File: config.mk
export PLATFORM = sky130hd
export DESIGN_NAME = ram_arbiter
export DESIGN_NICKNAME = d
export VERILOG_FILES = /design/src/rtl/ram_arbiter_pkg.sv /design/src/rtl/ram_arbiter_rr_pick.sv /design/src/rtl/ram_arbiter.sv
export SDC_FILE = /design/constraint.sdc
export NUM_CORES = 1
export LEC_CHECK = 0
export ABC_AREA = 1
export CAP_MARGIN = 20
export CORE_MARGIN = 2
export CORE_UTILIZATION = 39
export DETAILED_ROUTE_END_ITERATION = 8
export GPL_ROUTABILITY_DRIVEN = 0
export HOLD_SLACK_MARGIN = 0.02
export PLACE_DENSITY = 0.87
export SYNTH_ARGS = -nofsm -noshare
export SYNTH_HDL_FRONTEND = slang
export SYNTH_SLANG_ARGS = --single-unit
File: constraint.sdc
create_clock -name clk -period 3.05 [get_ports clk]
set_clock_uncertainty 0.05 [all_clocks]
set_input_delay 0.305 -clock clk [delete_from_list [all_inputs] [get_ports clk]]
set_output_delay 0.305 -clock clk [all_outputs]
set_load 0.02 [all_outputs]
File: src/rtl/ram_arbiter_pkg.sv
// ---------------------------------------------------------------------------
// ram_arbiter_pkg
//   Shared helpers for the RAM arbiter and its round-robin picker.
//   - MAX_REQ       : widest requester vector the helpers accept.
//   - idx_width()   : bits needed to hold an index into an n-entry vector
//                     (never less than 1, so N=1 style corners stay legal).
//   - onehot_to_idx : converts a one-hot vector to its bit position.
// ---------------------------------------------------------------------------
package ram_arbiter_pkg;

    localparam int unsigned MAX_REQ = 32;

    function automatic int unsigned idx_width(input int unsigned n);
        return (n <= 1) ? 1 : $clog2(n);
    endfunction

    // ORing the positions of all set bits gives the index for a one-hot
    // input, and 0 for an all-zero input, with no priority chain.
    function automatic int unsigned onehot_to_idx(input logic [MAX_REQ-1:0] oh);
        int unsigned idx;
        idx = 0;
        for (int unsigned i = 0; i < MAX_REQ; i++) begin
            if (oh[i]) begin
                idx = idx | i;
            end
        end
        return idx;
    endfunction

endpackage

File: src/rtl/ram_arbiter_rr_pick.sv
// ---------------------------------------------------------------------------
// rr_pick
//   Combinational round-robin picker. Finds the first set request bit when
//   scanning ptr, ptr+1, ..., N-1, 0, ..., ptr-1.
//   Ports:
//     req_i  [N-1:0]   request vector
//     ptr_i  [IW-1:0]  index with highest priority this cycle
//     gnt_o  [N-1:0]   one-hot winner (all zero when req_i is zero)
//     idx_o  [IW-1:0]  index of the winner (0 when nothing is granted)
//   N must not exceed MAX_REQ.
// ---------------------------------------------------------------------------
module rr_pick
    import ram_arbiter_pkg::*;
#(
    parameter  int N  = 4,
    localparam int IW = idx_width(N)
) (
    input  logic [N-1:0]  req_i,
    input  logic [IW-1:0] ptr_i,
    output logic [N-1:0]  gnt_o,
    output logic [IW-1:0] idx_o
);

    // The request vector is duplicated so the wrap-around scan becomes a
    // plain LSB-first search: bits below ptr in the lower copy are masked
    // off, and their second chance comes from the upper copy.
    logic [2*N-1:0] req_dbl;
    logic [2*N-1:0] mask;
    logic [2*N-1:0] masked;
    logic           found;

    always_comb begin
        req_dbl = {req_i, req_i};
        mask    = '0;
        for (int k = 0; k < 2*N; k++) begin
            mask[k] = (k >= int'(ptr_i));
        end
        masked = req_dbl & mask;

        gnt_o = '0;
        found = 1'b0;
        for (int k = 0; k < 2*N; k++) begin
            if (!found && masked[k]) begin
                found          = 1'b1;
                gnt_o[k % N]   = 1'b1;
            end
        end

        idx_o = IW'(onehot_to_idx(MAX_REQ'(gnt_o)));
    end

endmodule

File: src/rtl/ram_arbiter.sv
// ---------------------------------------------------------------------------
// ram_arbiter
//   Shares one single-port RAM (synchronous write, combinational read)
//   between Requesters clients with round-robin arbitration and an optional
//   ownership lock for back-to-back bursts. One access is granted per cycle;
//   read data is registered and returned one cycle after the grant.
//
//   Handshake: req[i] is a level held until gnt[i]. A cycle with gnt[i]=1
//   completes requester i's access at the next rising clk edge; a requester
//   that keeps req high issues another access and is re-arbitrated. For a
//   read, rvalid[i] pulses for one cycle after that edge with rdata valid;
//   writes are acknowledged by gnt alone.
//
//   Ports:
//     clk, rst                     clock (rising edge), async active-high reset
//     req/req_we/req_lock [N]      request, write select, keep-ownership
//     req_addr  [N*AddressSize]    requester i at [i*AddressSize +: AddressSize]
//     req_wdata [N*Width]          requester i at [i*Width +: Width]
//     gnt       [N]                one-hot grant (combinational)
//     rvalid    [N]                one-hot read return, 1 cycle after gnt
//     rdata     [Width]            registered read data, holds when idle
//     ram_we/ram_addr/ram_d        muxed RAM controls (zero when idle)
//     ram_q                        RAM read data
//     dbg_ptr/dbg_owner/dbg_owner_valid   arbitration state, for observation
// ---------------------------------------------------------------------------
module ram_arbiter
    import ram_arbiter_pkg::*;
#(
    parameter  int Requesters  = 4,
    parameter  int Width       = 8,
    parameter  int AddressSize = 4,
    localparam int IW          = idx_width(Requesters)
) (
    input  logic                            clk,
    input  logic                            rst,
    input  logic [Requesters-1:0]           req,
    input  logic [Requesters-1:0]           req_we,
    input  logic [Requesters-1:0]           req_lock,
    input  logic [Requesters*AddressSize-1:0] req_addr,
    input  logic [Requesters*Width-1:0]     req_wdata,
    output logic [Requesters-1:0]           gnt,
    output logic [Requesters-1:0]           rvalid,
    output logic [Width-1:0]                rdata,
    output logic                            ram_we,
    output logic [AddressSize-1:0]          ram_addr,
    output logic [Width-1:0]                ram_d,
    input  logic [Width-1:0]                ram_q,
    output logic [IW-1:0]                   dbg_ptr,
    output logic [IW-1:0]                   dbg_owner,
    output logic                            dbg_owner_valid
);

    // ---------------------------------------------------------------------
    // State
    // ---------------------------------------------------------------------
    logic [IW-1:0]         ptr_q, ptr_d;
    logic [IW-1:0]         owner_q, owner_d;
    logic                  owner_valid_q, owner_valid_d;
    logic [Requesters-1:0] rvalid_q, rvalid_d;
    logic [Width-1:0]      rdata_q, rdata_d;

    // ---------------------------------------------------------------------
    // Arbitration
    // ---------------------------------------------------------------------
    logic [Requesters-1:0] rr_gnt;
    logic [IW-1:0]         rr_idx;
    logic [Requesters-1:0] owner_oh;
    logic [Requesters-1:0] gnt_int;
    logic [IW-1:0]         g;
    logic                  owner_hit;
    logic                  any_gnt;
    logic                  g_we;

    rr_pick #(
        .N (Requesters)
    ) u_pick (
        .req_i (req),
        .ptr_i (ptr_q),
        .gnt_o (rr_gnt),
        .idx_o (rr_idx)
    );

    // A locked owner wins only while it still requests; once it drops req
    // the round-robin result is used in that very cycle.
    always_comb begin
        owner_oh          = '0;
        owner_oh[owner_q] = 1'b1;
        owner_hit         = owner_valid_q & req[owner_q];

        if (owner_hit) begin
            gnt_int = owner_oh;
            g       = owner_q;
        end else begin
            gnt_int = rr_gnt;
            g       = rr_idx;
        end

        any_gnt = |gnt_int;
        g_we    = any_gnt & req_we[g];
    end

    // ---------------------------------------------------------------------
    // RAM port mux
    // ---------------------------------------------------------------------
    always_comb begin
        ram_we   = g_we;
        ram_addr = '0;
        ram_d    = '0;
        if (any_gnt) begin
            ram_addr = req_addr[int'(g)*AddressSize +: AddressSize];
            ram_d    = req_wdata[int'(g)*Width +: Width];
        end
    end

    assign gnt = gnt_int;

    // ---------------------------------------------------------------------
    // Next state
    // ---------------------------------------------------------------------
    always_comb begin
        ptr_d         = ptr_q;
        owner_d       = owner_q;
        owner_valid_d = owner_valid_q;
        rvalid_d      = '0;
        rdata_d       = rdata_q;

        if (any_gnt) begin
            // The pointer moves past the winner even during a locked burst,
            // so the others get their turn as soon as the lock is released.
            if (g == IW'(Requesters - 1)) begin
                ptr_d = '0;
            end else begin
                ptr_d = g + 1'b1;
            end

            if (req_lock[g]) begin
                owner_d       = g;
                owner_valid_d = 1'b1;
            end else begin
                owner_valid_d = 1'b0;
            end

            // The RAM read is combinational, so ram_q already reflects the
            // granted address (including a write completed the edge before).
            if (!req_we[g]) begin
                rvalid_d = gnt_int;
                rdata_d  = ram_q;
            end
        end else begin
            // No grant means no requests at all, so the owner has let go.
            owner_valid_d = owner_hit;
        end
    end

    always_ff @(posedge clk or posedge rst) begin
        if (rst) begin
            ptr_q         <= '0;
            owner_q       <= '0;
            owner_valid_q <= 1'b0;
            rvalid_q      <= '0;
            rdata_q       <= '0;
        end else begin
            ptr_q         <= ptr_d;
            owner_q       <= owner_d;
            owner_valid_q <= owner_valid_d;
            rvalid_q      <= rvalid_d;
            rdata_q       <= rdata_d;
        end
    end

    assign rvalid          = rvalid_q;
    assign rdata           = rdata_q;
    assign dbg_ptr         = ptr_q;
    assign dbg_owner       = owner_q;
    assign dbg_owner_valid = owner_valid_q;

endmodule

==> run metrics <==
Antenna Nets Post-Route=0; root buffer cell=clkbuf_8; largest area contributor in the netlist=dfrtp_1; Setup crit end kind=primary output; Routed WL=4.68 mm; VDD IR-drop max=0.655 mV; Boundary Pins=104; Syn Nets=310; clock-pin slew on the worst setup and hold paths=0.06 ns; most frequent cell after synthesis=nand2_1; # DRC=0; Starting Density=41.5%; synthesis-stage register bit count=17; total CTS buffers=3; drt wl/cell=12.0 um; post-synthesis sequential area ratio=27.4%; Reg area=425 um^2; CP arrival=2.39 ns; fin crit period=2.74 ns; Slew Limit Fails=0; cell count after synthesis=240; CTS tree=yes; Leak=0.00146 uW; CP Class=input pin to primary output; # rows=22; DR vias=1866; syn_area_per_cell=6.47 um^2; Required @ worst endpoint=2.69 ns; clock sinks=17; DP HPWL=3.83 mm; Worst-Skew Late Latency=0.25 ns; die width=67.1 um; final worst path period share=90.0%; PnR Total Power=3420 uW; Clock power frac=4.7%; Slew @ Worst Pin=0.630 ns; first-pass GRT wire length=7.51 mm; Die Area=4500 um^2; top-area cell type share of the netlist area=27.4%; status=complete, no violations; Clock Tree Buf Depth=2; CP startpoint kind=input pin; Placed Area=2660 um^2; nets@finish=414; Core ar.=3740 um^2; RR Startpoint=dbg_ptr[1]; Max Freq=364 MHz; diodes inserted=0; post_cts resized=0; Final Hold Vio Count=0; total of max-cap violations=0; Synth async-reset ratio=100%; PwrDens=1250 nW/um^2; vias in the first global route=1814; initial antenna violation count=0; gr ovfl total=0; pin count of the biggest net entering global routing=31; setup TNS=0 ns; cell area after layout=2740 um^2; internal power=1650 uW; endpoints failing setup=0; initial DRC count=78; crit path launch=req[3]; sequential share of power=12.6%; input/output buffers=103; Synth Cell Area=1550 um^2; Die Height=67.1 um; Area Overhead vs Synth=76.6%; final-layout fill cell count=320; # hold bufs at CTS=0; First-pass DRT Iterations=4; Hold WC Path Type=input pin to async pin; share of post-route cells with drive strength above 1=11.4%; # Post-CTS Setup Buffers=0; Critical Path Fanout Max=5; gr usage total=21.4%; switching part of the total power=51.7%; H-tree depth=1; top cells by area, synth=dfrtp_1 (27%), nand2_1 (15%), o211ai_1 (12%), inv_1 (10%), nand3_1 (8.1%); EDFF count, synth=0; Distinct cells, synth=22; Multi-input gate area=882 um^2; Gate power share=82.7%; Ys Warns=0; most instantiated cells after synthesis=nand2_1 (64), inv_1 (42), nand3_1 (25); main flop type after synthesis=dfrtp_1; switching pwr=1770 uW; RSZ-0062 raised after global routing=no; slew margin rel.=57.9%; Via density=4.77
[cells by family after synthesis]
logic type	after synthesis	synth area share (%)
AOI/OAI and AO/OA	43	18.5
buffers and inverters	57	15.8
DFF	17	27.4
and+or+nand+nor	123	38.3
[sequential cells by signal (all words and copies together), names as in the netlist]
signal	cells
dbg_owner	2
dbg_owner_valid	1
rvalid	4
dbg_ptr	2
rdata	8
[cell usage in the layout (no fill, tap or decap), types with 2 or more instances in the layout]
master,instances
nor2_1,7
nand2_4,3
nand3_1,25
inv_2,4
nand2_2,14
nand3_2,2
buf_4,4
nand4_1,3
dlymetal6s2s_1,14
o211ai_1,24
a21oi_1,14
clkbuf_8,3
dfrtp_1,17
clkdlybuf4s50_1,89
nor2_2,4
inv_1,42
buf_12,3
nand2_1,64
[final cells by class]
type | instances | area share, %
clock buffer | 4 | 1.64
sequential | 17 | 15.5
tap | 48 | 2.19
inverter | 46 | 6.30
multi-input combinational | 166 | 32.2
timing repair buffer | 110 | 42.2
[power by group through the flow]
stage                     registers, uW  clock network [uW]  logic [uW]
after floorplan                     542                   0        1670
after global placement              431                   0        2870
after detailed placement            430                   0        2890
after CTS                           428                 165        2910
after global routing                443                 172        3070
final                               429                 161        2820
[critical path, stage by stage]
cell             delay, ns
clkdlybuf4s50_1       0.60
nand2_1               0.08
nand2_1               0.07
nand2_1               0.06
nand2_2               0.10
nand2_2               0.07
o21ai_0               0.41
clkdlybuf4s50_1       0.70
[path summary, 6_finish.rpt]
| check | slack (ns) | endpoint | cells after the start |
|---|---|---|---|
| setup / recovery | 0.31 | gnt[2] | 8 |
| hold / removal | 0.40 | rdata[7] | 2 |
| setup reg to reg | 0.82 | rdata[6] | 14 |
| hold reg to reg | 0.43 | rdata[1] | 2 |
| max in group asynchronous | 2.15 | rvalid[2] | 2 |
| min in group clk | 0.43 | rdata[1] | 2 |
[layer usage]
layer | global-route usage, % | vias to the layer above | routed length (um)
li1 | - | 976 | -
met1 | 23.0 | 811 | 1810
met2 | 40.6 | 73 | 2440
met3 | 7.60 | 6 | 393
met4 | 3.32 | 0 | 41
met5 | 0 | - | 0
[per-stage QoR]
step | hold WS [ns] | worst slack (ns) | std cells | util, %
final | 0.395 | 0.306 | 391 | 73.2
after global routing | 0.458 | 0.210 | 391 | 73.2
after CTS | 0.406 | 0.0218 | 391 | 72.3
after detailed placement | 0.419 | 0.0301 | 387 | 71.1
after global placement | 0.413 | 0.0676 | 387 | 71.1
after floorplan | 0.181 | 0.780 | 240 | -
Power figures use the tool's default switching activity.
